$ cat config.mk
export PLATFORM = sky130hd
export DESIGN_NAME = ym_phase_seq_flat
export DESIGN_NICKNAME = d
export VERILOG_FILES = /design/src/rtl/ym_phase_seq_pkg.sv /design/src/rtl/ym_phase_seq_if.sv /design/src/rtl/ym_phase_cnt.sv /design/src/rtl/ym_phase_seq.sv /design/src/flat_wrapper.sv
export SDC_FILE = /design/constraint.sdc
export NUM_CORES = 1
export LEC_CHECK = 0
export CORE_MARGIN = 2
export CORE_UTILIZATION = 45
export CTS_BUF_LIST = sky130_fd_sc_hd__clkbuf_8
export DETAILED_ROUTE_END_ITERATION = 7
export GPL_TIMING_DRIVEN = 0
export PLACE_DENSITY = 0.68
export SETUP_SLACK_MARGIN = 0.4
export SYNTH_ARGS = -nofsm -noshare
export SYNTH_HDL_FRONTEND = slang
export SYNTH_SLANG_ARGS = --single-unit
export TNS_END_PERCENT = 50
$ cat constraint.sdc
create_clock -name MCLK -period 3.1 [get_ports MCLK]
set_input_delay 0.62 -clock MCLK [delete_from_list [all_inputs] [get_ports MCLK]]
set_output_delay 0.62 -clock MCLK [all_outputs]
set_load 0.03 [all_outputs]
$ cat src/rtl/ym_phase_seq_pkg.sv
// ym_phase_seq_pkg: shared definitions for the two-phase sequencer.
// Contents: RUN/HELD state encoding, per-chip default HALF/SLOTS/SLOT_W constants.
// No ports; imported by ym_phase_seq_if, ym_phase_cnt and ym_phase_seq.
package ym_phase_seq_pkg;

  // Sequencer state: free-running or stalled at a period boundary.
  typedef enum logic {
    RUN  = 1'b0,
    HELD = 1'b1
  } seq_state_t;

  // ym3438 build: 6 MCLK per half period, 24 slots per frame.
  localparam int YM3438_HALF   = 6;
  localparam int YM3438_SLOTS  = 24;
  localparam int YM3438_SLOT_W = 5;

  // ym7101 build defaults.
  localparam int YM7101_HALF   = 4;
  localparam int YM7101_SLOTS  = 16;
  localparam int YM7101_SLOT_W = 4;

  // Full c1/c2 period in MCLK cycles.
  function automatic int period_of(input int half);
    return 2 * half;
  endfunction

endpackage

$ cat src/rtl/ym_phase_seq_if.sv
// ym_phase_seq_if: control and phase/slot bundle between the sequencer and its consumers.
// Latency: n/a (wires only). Backpressure: none; hold is the only stall path.
// Ports: hold, sync_in (consumer -> sequencer); c1, c2, slot, slot_last, period_stb, hold_ack (sequencer -> consumer).
interface ym_phase_seq_if
  import ym_phase_seq_pkg::*;
#(
  parameter int SLOT_W = YM3438_SLOT_W
);
  logic              hold;
  logic              sync_in;
  logic              c1;
  logic              c2;
  logic [SLOT_W-1:0] slot;
  logic              slot_last;
  logic              period_stb;
  logic              hold_ack;

  // master: the sequencer itself.
  modport master (
    input  hold, sync_in,
    output c1, c2, slot, slot_last, period_stb, hold_ack
  );

  // slave: whoever requests hold/resync and consumes the phases.
  modport slave (
    output hold, sync_in,
    input  c1, c2, slot, slot_last, period_stb, hold_ack
  );
endinterface

$ cat src/rtl/ym_phase_cnt.sv
// ym_phase_cnt: MCLK divider producing non-overlapping registered c1/c2 enables.
// Latency: c1/c2 lag ph_cnt by one MCLK edge. Backpressure: frozen (ph_cnt held, c1/c2 low) while state is HELD.
// Ports: MCLK, reset, state (in); c1, c2 (registered out); boundary (comb out, high on the last count of a period in RUN).
module ym_phase_cnt
  import ym_phase_seq_pkg::*;
#(
  parameter int HALF = YM3438_HALF
) (
  input  logic       MCLK,
  input  logic       reset,
  input  seq_state_t state,
  output logic       c1,
  output logic       c2,
  output logic       boundary
);

  localparam int P     = period_of(HALF);
  localparam int CNT_W = $clog2(P);

  localparam logic [CNT_W-1:0] CNT_LAST = CNT_W'(P - 1);
  localparam logic [CNT_W-1:0] C1_END   = CNT_W'(HALF - 2);
  localparam logic [CNT_W-1:0] C2_BEG   = CNT_W'(HALF);
  localparam logic [CNT_W-1:0] C2_END   = CNT_W'(P - 2);

  logic [CNT_W-1:0] ph_cnt;

  assign boundary = (state == RUN) && (ph_cnt == CNT_LAST);

  // Counts HALF-1 and P-1 drive neither phase: those are the dead gaps
  // that keep c1 and c2 from overlapping at either transition.
  always_ff @(posedge MCLK) begin
    if (reset) begin
      ph_cnt <= '0;
      c1     <= 1'b0;
      c2     <= 1'b0;
    end else if (state == RUN) begin
      ph_cnt <= boundary ? '0 : ph_cnt + 1'b1;
      c1     <= (ph_cnt <= C1_END);
      c2     <= (ph_cnt >= C2_BEG) && (ph_cnt <= C2_END);
    end else begin
      // HELD is only entered on a wrap, so ph_cnt is already 0 here.
      c1     <= 1'b0;
      c2     <= 1'b0;
    end
  end

endmodule

$ cat src/rtl/ym_phase_seq.sv
// ym_phase_seq: master two-phase sequencer; c1/c2 phase enables plus frame slot tracking.
// Latency: all outputs registered (slot_last decoded from the slot register); slot advances on the wrap edge.
// Backpressure: hold stalls only at a period boundary so no phase is cut short; hold_ack while stalled.
// Ports: MCLK, reset (sync, active-high); bus (master modport: hold, sync_in in; c1, c2, slot, slot_last, period_stb, hold_ack out).
module ym_phase_seq
  import ym_phase_seq_pkg::*;
#(
  parameter int HALF   = YM3438_HALF,
  parameter int SLOTS  = YM3438_SLOTS,
  parameter int SLOT_W = YM3438_SLOT_W
) (
  input  logic           MCLK,
  input  logic           reset,
  ym_phase_seq_if.master bus
);

  localparam logic [SLOT_W-1:0] SLOT_MAX = SLOT_W'(SLOTS - 1);

  seq_state_t        state;
  logic [SLOT_W-1:0] slot;
  logic              sync_pend;
  logic              period_stb;
  logic              boundary;

  ym_phase_cnt #(
    .HALF (HALF)
  ) u_cnt (
    .MCLK     (MCLK),
    .reset    (reset),
    .state    (state),
    .c1       (bus.c1),
    .c2       (bus.c2),
    .boundary (boundary)
  );

  always_ff @(posedge MCLK) begin
    if (reset) begin
      state      <= RUN;
      slot       <= '0;
      sync_pend  <= 1'b0;
      period_stb <= 1'b0;
    end else begin
      case (state)
        RUN: begin
          period_stb <= boundary;
          if (boundary) begin
            // A resync arriving on the wrap edge itself counts as pending.
            if (sync_pend || bus.sync_in) slot <= '0;
            else if (slot == SLOT_MAX)     slot <= '0;
            else                           slot <= slot + 1'b1;
            sync_pend <= 1'b0;
            // Boundary update above still lands before the stall.
            state     <= bus.hold ? HELD : RUN;
          end else if (bus.sync_in) begin
            sync_pend <= 1'b1;
          end
        end
        HELD: begin
          period_stb <= 1'b0;
          // No phase is running, so a resync can apply immediately.
          if (bus.sync_in) slot <= '0;
          if (!bus.hold)   state <= RUN;
        end
        default: state <= RUN;
      endcase
    end
  end

  assign bus.slot       = slot;
  assign bus.slot_last  = (slot == SLOT_MAX);
  assign bus.period_stb = period_stb;
  assign bus.hold_ack   = (state == HELD);

endmodule

$ cat src/flat_wrapper.sv
// flat-port wrapper written by rule: the top's interface ports become plain ports
module ym_phase_seq_flat import ym_phase_seq_pkg::*;
#(
  parameter int HALF   = YM3438_HALF,
  parameter int SLOTS  = YM3438_SLOTS,
  parameter int SLOT_W = YM3438_SLOT_W
)
  (MCLK, reset, bus_hold, bus_sync_in, bus_c1, bus_c2, bus_slot, bus_slot_last, bus_period_stb, bus_hold_ack);
  ym_phase_seq_if #(.SLOT_W(SLOT_W)) bus_i ();
  input  logic MCLK;
  input  logic reset;
  input wire logic [$bits(bus_i.hold)-1:0] bus_hold;
  input wire logic [$bits(bus_i.sync_in)-1:0] bus_sync_in;
  output wire logic [$bits(bus_i.c1)-1:0] bus_c1;
  output wire logic [$bits(bus_i.c2)-1:0] bus_c2;
  output wire logic [$bits(bus_i.slot)-1:0] bus_slot;
  output wire logic [$bits(bus_i.slot_last)-1:0] bus_slot_last;
  output wire logic [$bits(bus_i.period_stb)-1:0] bus_period_stb;
  output wire logic [$bits(bus_i.hold_ack)-1:0] bus_hold_ack;
  assign bus_i.hold = bus_hold;
  assign bus_i.sync_in = bus_sync_in;
  assign bus_c1 = bus_i.c1;
  assign bus_c2 = bus_i.c2;
  assign bus_slot = bus_i.slot;
  assign bus_slot_last = bus_i.slot_last;
  assign bus_period_stb = bus_i.period_stb;
  assign bus_hold_ack = bus_i.hold_ack;
  ym_phase_seq #(.HALF(HALF), .SLOTS(SLOTS), .SLOT_W(SLOT_W)) u_core (.MCLK(MCLK), .reset(reset), .bus(bus_i));
endmodule
# --- Yosys cells after proc, flatten, opt, wreduce, memory -nomap -nowiden ---
# Index checks and enable logic that the tools add are counted.
classes:
  bitwise: 1
  n_lt_le_gt_ge: 3
  n_reduce_logical: 7
  n_addsub: 2
  muxes: 12
  n_eq_ne: 4
ops:
  columns: ["operator", "n"]
  rows:
  - ["two-way mux 5 bit", 4]
  - ["one-hot mux 5 bit (2 select lines)", 1]
  - ["adder 5 x 1 -> 5 bit (second input constant)", 1]
  - ["== test 5 bit (second input constant)", 1]
  - ["adder 4 x 1 -> 4 bit (second input constant)", 1]
  - ["== test 4 bit (second input constant)", 1]
  - ["greater-or-equal comparator 4 x 3 -> 1 bit (second input constant)", 1]
  - ["<= comparator 4 x 3 -> 1 bit (second input constant)", 1]
  - ["<= comparator 4 bit (second input constant)", 1]
  - ["two-way mux 1 bit", 4]
  - ["two-way mux 4 bit", 1]
  - ["one-hot mux 1 bit (2 select lines)", 2]
  - ["AND reduction 2 bit", 2]
  - ["logical AND 1 bit", 2]
  - ["inequality test 2 x 1 -> 1 bit (second input constant)", 1]
  - ["inequality test 2 bit (second input constant)", 1]
  - ["nonzero test 2 bit", 1]
  - ["OR reduction 2 bit", 1]
  - ["logical OR 1 bit", 1]
  - ["inverter 1 bit", 1]
totals:
  in_bits: 4
  ff_bits: 14
  out_inout_bits: 10
  wordCells: 36

# --- Logic depth before layout (Yosys ltp) ---
# Gate-level depths: netlist of the first run.
logic_depth:
  word_depth: 5
  ltp_mapped: 5
  mapped_depth_nobuf: 5

# --- Cells and area by module ---
# A second synthesis of the first run with hierarchy kept.
unflattened:
  hier_cells: 71
  hier_area_um2: 684.4
modules_own_cells:
  columns: ["mod", "seq_area_each_um2", "n_inst", "area_each_um2", "cells_each"]
  rows:
  - ["ym_phase_seq", 160.2, 1, 370.4, 40]
  - ["ym_phase_cnt", 120.1, 1, 314.1, 31]

# --- Least setup slack after synthesis of the first run ---
# OpenSTA, ideal clock, no wires.
synth_timing:
  path_type: "reg2out"
  start: "register u_core.slot[0], in the netlist u_core.bus.slot[0]"
  end: "output bus_slot_last"
  path_slack_ns: 1.272
  t_required_ns: 2.480
  stages_incl_launch_ff: 3
  t_arrival_ns: 1.208
  cell_sequence: "dfxtp_1 -> ha_1 -> and4b_1"
synth_via:
  elab_chain_cells: 1
synth_lines:
  columns: ["element", "line_no", "rtl"]
  rows:
  - ["from (decl)", "ym_phase_seq.sv:20", "logic [SLOT_W-1:0] slot;"]
  - ["from (signal assigned)", "ym_phase_seq.sv:50", "else slot <= slot + 1'b1;"]
  - ["== test 5 bit", "ym_phase_seq.sv:70", "assign bus.slot_last = (slot == SLOT_MAX);"]
  - ["to (decl)", "flat_wrapper.sv:17", "output wire logic [$bits(bus_i.slot_last)-1:0] bus_slot_last;"]
# Every way passes these cells.

# --- Worst setup path in the final report of the first run ---
# Same ends and word-level chain as after synthesis.

==> flow_summary_export.csv, run 1 <==
group,metric,value,unit
layout,regArea,280,um2
worst_setup_path,required,2.48,ns
sta,fmax,406,MHz
layout,multiInputGateArea,340,um2
worst_setup_path,critPathMaxFanout,5,
layout,final_common_cell,"dfxtp_1",
global_routing,grt_pass1_vias,532,
cts,post_cts.repair.setup_buffers,0,
detailed_routing,postRouteAntennaNets,0,
pwr,pwr-share-comb,7.7,%
worst_setup_path,critPathKind,"reg -> out",
worst_setup_path,worstPathCellList,"ha_1, and4b_1, clkdlybuf4s50_1",
yosys,synth_top_family_by_area,"simple AND/OR/NAND/NOR gates",
global_routing,grt_overflow_total,0,
pwr,p_int,313,uW
layout,layout_common_cells,"14 x dfxtp_1, 13 x clkdlybuf4s50_1, 11 x a21oi_1",
detailed_routing,vias_per_cell,5.39,
global_routing,antenna_found_initial,0,
pwr,clock_power_share,44.4,%
floorplan,die_w,42.0,um
pwr,p_switching,85.1,uW
yosys,synthTopCellsByArea,"dfxtp_1 43%, a21oi_1 8.5%, ha_1 5.8%",
detailed_routing,wire_per_inst,12.1,um
yosys,synthCells,77,
yosys,synth_top_flop_cell,"dfxtp_1",
yosys,synth_fp_nets,84,
cts,root_buffer,"clkbuf_8",
sta,holdWs,0.502,ns
hold_path,min_from,"u_core.u_cnt.ph_cnt[0]",
yosys,ys_async_sr_fraction,0,%
cts,htree_levels,1,
pwr,seq_power_share,47.9,%
hold_path,hp-class,"reg -> reg",
worst_setup_path,r2r_setup_slack,1.37,ns
floorplan,rows,13,
hold_path,whs_path_depth,2,
sta,finalSetupViolCount,0,
sta,tns,0,ns
global_routing,grt_max_degree,11,
sta,rsz0062_at_grt,"false",
detailed_routing,drc,0,
yosys,synth_compound_area_share,15.8,%
yosys,yosys_warnings,0,
detailed_routing,dr.pass1.iters,4,
worst_setup_path,setup.worst_path.end_class,"output pin",
sta,period_share,79.5,%
placed_design,gp_congestion,0.740,
yosys,synthMuxAreaShare,3.28,%
global_routing,grt_first_pass_wirelength,2270,um
cts,cts_buffers,3,
worst_setup_path,cp-start-kind,"register",
yosys,ys_seq_area_share,43.2,%
worst_setup_path,rr_worst_depth,5,
sta,hold_viol,0,
yosys,synth.distinct_cells,25,
yosys,yosys.area_share.xor_xnor,0,%
sta,slew_violations,0,
worst_setup_path,reg2reg_to,"u_core.bus.slot[3]",
yosys,synth_edf_count,0,
layout,area.growth.synth_to_final,31.5,%
worst_setup_path,critical_path_arrival,1.85,ns
worst_setup_path,r2r_start,"u_core.u_cnt.ph_cnt[1]",
yosys,synth-simple-area-share,27.6,%
cts,insertion_delay,0.25,ns
detailed_routing,drtIter0Drc,10,
worst_setup_path,path_buf_inv,1,
floorplan,start_util,49.2,%
layout,fin_nets,102,
cts,clockBufferDepth,2,
placed_design,dpl_worst_slack,0.922,ns
placed_design,dp.final_hpwl,952,um
sta,finClkSkew,0.00377,ns
yosys,yosys.area.top_type_share,43.2,%
layout,drive_gt1_share,8.51,%
yosys,ys_ff_latch,14,
sta,maxSlewHeadroom,69.2,%
pwr,powerDensity,468,nW/um2
cts,cts_resized,0,
floorplan,io_pins,14,
pwr,peakVddDrop,0.331,mV
yosys,synth_area_per_cell,8.42,um2
pwr,swShare,21.4,%
worst_setup_path,cp_slowest_stage_delay,0.68,ns
floorplan,fp.coreArea,1320,um2
cts,path_clk_slew,0.06,ns
layout,fillers,116,
detailed_routing,drt-total-wl,1320,um
sta,worst_pin_slew,0.462,ns
floorplan,design.die.area,1760,um2
detailed_routing,vias,588,
yosys,syn_area,648,um2
worst_setup_path,slowest_stage,"clkdlybuf4s50_1",
floorplan,die_h,42.0,um
sta,finalCriticalPeriod,2.47,ns
cts,cts_tree,"built",
placed_design,io_buffers,13,
cts,clock-sinks,14,
pwr,p_leak,0.000321,uW
layout,num_antenna_cells,0,
hold_path,whs_endpoint,"u_core.u_cnt.ph_cnt[0]",
global_routing,grt_usage,17.1,%
worst_setup_path,path_delay_family,"buffers and inverters",
sta,fin_ws,0.634,ns
yosys,synth_top_cell_by_area,"dfxtp_1",
cts,hold_buffers,0,
job,maxCapViolCount,0,
yosys,synth_fa_ha_area_share,5.79,%
run_status,status,"finished, final reports clean",
## how the worst max path moves through the flow
stage                                   from            end  slack [ns]  depth (start not counted)
after detailed placement  u_core.bus.slot[0]  bus_slot_last        0.92                          3
final                     u_core.bus.slot[0]  bus_slot_last        0.63                          3
after global routing      u_core.bus.slot[0]  bus_slot_last        0.57                          3
after floorplan           u_core.bus.slot[0]  bus_slot_last        1.27                          2
after global placement    u_core.bus.slot[0]  bus_slot_last        0.93                          3
after CTS                 u_core.bus.slot[0]  bus_slot_last        0.65                          3
## state kept, by name, summed over array words and instances, names as in the netlist
register / count
u_core.sync_pend: 1
u_core.bus.hold_ack: 1
u_core.bus.period_stb: 1
u_core.u_cnt.c2: 1
u_core.u_cnt.ph_cnt: 4
u_core.bus.slot: 5
u_core.u_cnt.c1: 1
## cell type report
cell class | instances | area share, %
buffer | 2 | 1.03
clock buffer | 4 | 6.46
inverter | 5 | 2.20
multi-input combinational | 56 | 39.9
sequential | 14 | 32.9
tap | 15 | 2.20
timing repair buffer | 13 | 15.3
## through the flow
stage          total power (uW)  instance area, um2  util, %  std cells
2_1_floorplan               214                 648        -         77
3_5_place_dp                226                 797     60.5        105
6_report                    398                 852     64.7        109
3_3_place_gp                225                 797     60.5        105
5_1_grt                     415                 852     64.7        109
4_1_cts                     402                 852     64.7        109
## tightest hold or removal path, delay by kind of cell (launching register included)
family,cells,cell delay [ns]
flops,1,0.33
simple gates,1,0.07
compound gates,1,0.05
## per-layer routing
| layer | up-vias | wire length [um] | GRT usage, % |
|---|---|---|---|
| li1 | 305 | - | - |
| met1 | 269 | 668 | 22.6 |
| met2 | 10 | 583 | 25.3 |
| met4 | 0 | 27 | 9.68 |
| met3 | 4 | 40 | 3.91 |
| met5 | - | 0 | 0 |
## power by group through the flow
stage	registers, uW	clock network [uW]	logic, uW
CTS	191	180	31.2
finish	191	177	30.7
global route	191	189	34.8
detailed placement	195	0	30.9
floorplan	196	0	17.9
global placement	195	0	29.9
## cells by family (layout without fill, tap and decap cells)
family	count (synthesis)	in the layout
flops	14	14
compound gates	18	18
fa+ha+maj	3	3
buf+inv	7	24
simple gates	33	33
mux	2	2
## synth_stat cells (all sizes together) (2+ instances only)
master,count
dfxtp,14
a21oi,11
nand2,7
nor2,7
inv,5
nand3,5
o21ai,4
ha,3
nor3,3
or3,3
nor2b,2
Power figures use the tool's default switching activity.
==> inputs of run 2 (changes only) <==
PLACE_DENSITY = 0.71   (was 0.68)
clock period = 2.1 ns   (was 3.1 ns; I/O delays follow)
==> run 2 against run 1 <==
Compared with the run above: final area is 2.8% higher; worst hold slack worse by 0.010 ns; critical path depth is 2 lower; power is 49% higher; critical path type unchanged; critical endpoint is now bus_slot[0].
==> flow_summary_export.csv, run 2 (synthesized netlist as in run 1, its figures left out) <==
group,metric,value,unit
worst_setup_path,cp_slowest_stage_delay,0.68,ns
cts,post_cts.repair.setup_buffers,0,
layout,largest_register_ffs,5,
cts,path_clk_slew,0.06,ns
pwr,p_switching,131,uW
sta,finClkSkew,0.000725,ns
cts,clockBufferDepth,2,
sta,finalCriticalPeriod,1.72,ns
layout,final_common_cell,"a21oi_1",
cts,cts_buffers,3,
worst_setup_path,critPathMaxFanout,5,
sta,fin_ws,0.376,ns
placed_design,io_buffers,13,
layout,top_regs,"u_core.bus.slot (5), u_core.u_cnt.ph_cnt (4)",
cts,insertion_delay,0.25,ns
sta,tns,0,ns
detailed_routing,vias,597,
worst_setup_path,path_buf_inv,1,
hold_path,whs_path_depth,2,
placed_design,dpl_worst_slack,0.152,ns
floorplan,die_w,42.0,um
sta,maxSlewHeadroom,67.7,%
sta,finalSetupViolCount,0,
worst_setup_path,rr_worst_depth,5,
cts,hold_buffers,0,
detailed_routing,vias_per_cell,5.48,
global_routing,grt_first_pass_wirelength,2200,um
sta,rsz0062_at_grt,"true",
cts,cts_tree,"built",
detailed_routing,drc,0,
sta,hold_viol,0,
hold_path,min_from,"u_core.u_cnt.ph_cnt[0]",
worst_setup_path,cp-startpoint,"u_core.bus.slot[0]",
worst_setup_path,r2r_start,"u_core.u_cnt.ph_cnt[1]",
floorplan,die_h,42.0,um
layout,fillers,112,
global_routing,grt_max_degree,11,
placed_design,gp_congestion,0.769,
pwr,swShare,22.0,%
detailed_routing,dr.pass1.iters,4,
global_routing,grt_pass1_vias,508,
detailed_routing,wire_per_inst,13.5,um
run_status,status,"finished, final reports clean",
pwr,p_int,464,uW
floorplan,design.die.area,1760,um2
worst_setup_path,worstPathCellList,"clkdlybuf4s50_1",
sta,worst_pin_slew,0.484,ns
hold_path,hp-class,"reg -> reg",
layout,layout_common_cells,"11 x a21oi_1, 10 x dfxtp_1, 8 x clkdlybuf4s50_1",
layout,fin_nets,102,
pwr,seq_power_share,47.6,%
cts,htree_levels,1,
global_routing,antenna_found_initial,0,
worst_setup_path,cp-start-kind,"register",
global_routing,grt_usage,16.9,%
sta,slew_violations,0,
floorplan,start_util,49.2,%
floorplan,rows,13,
pwr,pwr-share-comb,8.3,%
pwr,clock_power_share,44.1,%
worst_setup_path,cp.depth,1,
worst_setup_path,required,1.68,ns
layout,drive_gt1_share,18.1,%
global_routing,grt_overflow_total,0,
worst_setup_path,path_delay_family,"buffers and inverters",
floorplan,fp.coreArea,1320,um2
worst_setup_path,slowest_stage,"clkdlybuf4s50_1",
worst_setup_path,setup.worst_path.end_class,"output pin",
layout,top_register,"u_core.bus.slot",
job,maxCapViolCount,0,
pwr,powerDensity,679,nW/um2
floorplan,io_pins,14,
detailed_routing,drtIter0Drc,10,
detailed_routing,postRouteAntennaNets,0,
layout,area.growth.synth_to_final,35.1,%
placed_design,dp.final_hpwl,924,um
pwr,peakVddDrop,0.407,mV
pwr,p_leak,0.000366,uW
sta,holdWs,0.492,ns
pwr,power,595,uW
cts,clock-sinks,14,
detailed_routing,drt-total-wl,1480,um
sta,period_share,82.1,%
cts,root_buffer,"clkbuf_8",
worst_setup_path,critPathKind,"reg -> out",
sta,fmax,580,MHz
layout,num_antenna_cells,0,
worst_setup_path,critical_path_arrival,1.30,ns
-- run 2: changes by cell type in the layout (fill, tap and decap cells not counted), moves of 2 or more --
cell,delta
clkdlybuf4s50_1,-5
dfxtp_2,+4
dfxtp_1,-4
dlymetal6s2s_1,+2
ha_1,-2
dlygate4sd2_1,+2
-- run 2: repair_timing --
| action | 4_1_cts | 5_1_grt |
|---|---|---|
| pin swaps | 0 | 0 |
| endpoints found under the setup margin | 9 | 9 |
| gates resized for setup | 8 | 9 |
-- run 2: routing by layer --
metal / routed length [um] / vias to the layer above / global-route usage, %
li1: - / 305 / -
met2: 686 / 17 / 23.8
met4: 14 / 0 / 9.68
met3: 77 / 2 / 5.22
met5: 0 / - / 0
met1: 698 / 273 / 22.6
-- run 2: area by class of cell --
cell class | count | area, um2 | area share [%]
Multi-Input combinational cell | 56 | 359 | 41.0
Sequential cell | 14 | 285 | 32.6
Timing Repair Buffer | 13 | 130 | 14.9
Clock buffer | 4 | 55.1 | 6.29
Inverter | 5 | 18.8 | 2.14
Tap cell | 15 | 18.8 | 2.14
Buffer | 2 | 8.76 | 1.00
-- run 2: path summary, 6_finish.rpt --
path / to / slack (ns)
worst min-delay path: u_core.u_cnt.ph_cnt[0] / 0.49
worst max register to register: u_core.bus.slot[3] / 0.47
worst min register to register: u_core.u_cnt.ph_cnt[0] / 0.49
worst max-delay path: bus_slot[0] / 0.38
-- run 2: power by group through the flow --
stage	Clock (uW)	Combinational [uW]	Sequential (uW)
finish	263	49.3	283
global route	285	54.5	285
CTS	265	45.9	282
detailed placement	0	45.2	288
global placement	0	44.2	288
floorplan	0	26.4	290
-- run 2: stage by stage --
step | utilization (%) | cells | instance area [um2]
after global routing | 66.5 | 109 | 876
after global placement | 60.9 | 105 | 802
after CTS | 64.7 | 109 | 852
after floorplan | - | 77 | 653
final | 66.5 | 109 | 876
after detailed placement | 60.9 | 105 | 802
==> inputs of run 3 (changes only) <==
PLACE_DENSITY = 0.68   (was 0.71)
clock period = 1.7 ns   (was 2.1 ns; I/O delays follow)
==> run 3 against run 2 <==
Compared with the run above: count of clock-buffer cells in the layout is 1 lower; first-iteration DRC count is 50% lower; register-to-register slack worse by 0.22 ns; sequential share of layout area is 2.1 points lower; largest power group unchanged; core utilization is 8.7 points higher; combinational power is 52% higher; die area stayed put; worst hold slack better by 0.0074 ns.
==> flow_summary_export.csv, run 3 (synthesized netlist as in run 1, its figures left out) <==
group,metric,value,unit
placed_design,gp_congestion,0.796,
cts,cts_tree,"built",
global_routing,grt_first_pass_wirelength,2530,um
hold_path,min_from,"u_core.bus.slot[3]",
cts,clockBufferDepth,2,
sta,finalSetupViolCount,0,
job,maxCapViolCount,0,
cts,insertion_delay,0.25,ns
worst_setup_path,r2r_setup_slack,0.25,ns
worst_setup_path,reg2reg_to,"u_core.bus.slot[0]",
hold_path,whs_endpoint,"u_core.bus.slot[3]",
worst_setup_path,critPathMaxFanout,3,
floorplan,fp.coreArea,1320,um2
floorplan,io_pins,14,
layout,top_register,"u_core.bus.slot",
detailed_routing,drc,0,
global_routing,grt_overflow_total,0,
worst_setup_path,required,1.36,ns
detailed_routing,drt-total-wl,1510,um
floorplan,start_util,49.2,%
layout,drive_gt1_share,36.9,%
global_routing,antenna_found_initial,0,
placed_design,io_buffers,13,
cts,root_buffer,"clkbuf_8",
layout,top_regs,"u_core.bus.slot (5), u_core.u_cnt.ph_cnt (4)",
cts,cts_buffers,3,
sta,rsz0062_at_grt,"true",
global_routing,grt_usage,19.3,%
detailed_routing,drtIter0Drc,5,
detailed_routing,dr.pass1.iters,3,
floorplan,die_h,42.0,um
cts,clock-sinks,14,
pwr,powerDensity,708,nW/um2
worst_setup_path,rr_worst_depth,6,
pwr,peakVddDrop,0.640,mV
cts,htree_levels,1,
worst_setup_path,slowest_stage,"dfxtp_4",
detailed_routing,postRouteAntennaNets,0,
cts,hold_buffers,0,
floorplan,design.die.area,1760,um2
layout,fillers,95,
worst_setup_path,critical_path_arrival,1.14,ns
detailed_routing,vias_per_cell,5.26,
pwr,p_leak,0.000417,uW
layout,fin_nets,111,
cts,path_clk_slew,0.06,ns
hold_path,whs_path_depth,2,
sta,maxSlewHeadroom,67.5,%
worst_setup_path,path_delay_family,"flip-flops",
sta,hold_viol,0,
worst_setup_path,cp_slowest_stage_delay,0.35,ns
worst_setup_path,cp-start-kind,"register",
layout,largest_register_ffs,5,
worst_setup_path,r2r_start,"u_core.u_cnt.ph_cnt[0]",
global_routing,grt_pass1_vias,570,
floorplan,die_w,42.0,um
layout,design_area,991,um2
placed_design,postPlaceCellArea,830,um2
detailed_routing,wire_per_inst,12.8,um
worst_setup_path,worstPathCellList,"ha_4, and4b_2, buf_4",
worst_setup_path,path_buf_inv,1,
sta,finClkSkew,0.00549,ns
run_status,status,"finished, final reports clean",
sta,worst_pin_slew,0.487,ns
worst_setup_path,critPathKind,"reg -> out",
worst_setup_path,setup.worst_path.end_class,"output pin",
floorplan,rows,13,
layout,num_antenna_cells,0,
sta,finalCriticalPeriod,1.48,ns
hold_path,hp-class,"reg -> reg",
placed_design,dp.final_hpwl,952,um
layout,layout_common_cells,"10 x buf_4, 10 x a21oi_1, 7 x nand2_1, 7 x nor2_1",
layout,area.growth.synth_to_final,52.9,%
sta,slew_violations,0,
sta,holdWs,0.499,ns
sta,period_share,86.8,%
detailed_routing,vias,621,
global_routing,grt_max_degree,11,
sta,fmax,678,MHz
## run 3: changes by cell type in the layout (fill, tap and decap cells not counted), moves of 3 or more
cell             before  now
clkdlybuf4s50_1       8    2
dfxtp_1              10    5
dfxtp_4               0    4
clkdlybuf4s15_2       0    3
buf_4                 1   10
## run 3: how the worst max path moves through the flow
stage                                 startpoint                 end  slack, ns  cells past startpoint
after floorplan               u_core.bus.slot[0]  u_core.bus.slot[3]       0.18                      4
after global placement               bus_sync_in  u_core.bus.slot[3]      -0.07                      5
after detailed placement             bus_sync_in  u_core.bus.slot[3]      -0.08                      5
after CTS                  u_core.bus.period_stb      bus_period_stb       0.15                      1
after global routing      u_core.u_cnt.ph_cnt[0]  u_core.bus.slot[0]       0.19                      6
final                         u_core.bus.slot[0]       bus_slot_last       0.22                      3
## run 3: layout make-up
cell class	count	area (um2)	area share (%)
well taps	15	18.8	1.89
clock inverters	1	3.75	0.379
repair buffers	22	194	19.6
multi-input cells	56	402	40.5
inverters	5	18.8	1.89
plain buffers	2	11.3	1.14
flip-flops and latches	14	302	30.4
clock buffers	3	41.3	4.17
## run 3: per-stage QoR
| step | setup slack, ns | util [%] | setup TNS [ns] | cells | total power (uW) |
|---|---|---|---|---|---|
| 2_1_floorplan | 0.184 | - | 0 | 77 | 388 |
| 3_3_place_gp | -0.0667 | 63.0 | -0.172 | 105 | 408 |
| 3_5_place_dp | -0.0784 | 63.0 | -0.182 | 105 | 410 |
| 4_1_cts | 0.150 | 73.0 | 0 | 117 | 697 |
| 5_1_grt | 0.189 | 75.2 | 0 | 118 | 724 |
| 6_report | 0.224 | 75.2 | 0 | 118 | 702 |
## run 3: worst reg2reg max path, stage by stage (launching register included)
cell,delay [ns]
dfxtp_4,0.36
ha_4,0.15
nor2b_4,0.17
nand3_4,0.09
buf_6,0.13
or3_1,0.33
a21oi_1,0.15
## run 3: where the power goes
part / leakage, uW / switching, uW / internal [uW]
clock: 0.0000231 / 121 / 160
sequential: 0.000119 / 10.5 / 336
combinational: 0.000274 / 37.1 / 37.6
total: 0.000417 / 168 / 533
## run 3: layer usage
| metal | track usage (%) | vias to the layer above | part of all wire, % |
|---|---|---|---|
| met4 | 11.6 | 0 | 2.8 |
| met5 | 0 | - | 0 |
| met1 | 24.5 | 286 | 45 |
| li1 | - | 322 | - |
| met3 | 3.91 | 4 | 2.9 |
| met2 | 30.0 | 9 | 49 |
## run 3: what timing repair did
item / in CTS / in global routing
endpoints found under the setup margin: 15 / 15
setup buffers: 8 / 1
pin swaps: 7 / 5
gates resized for setup: 39 / 8
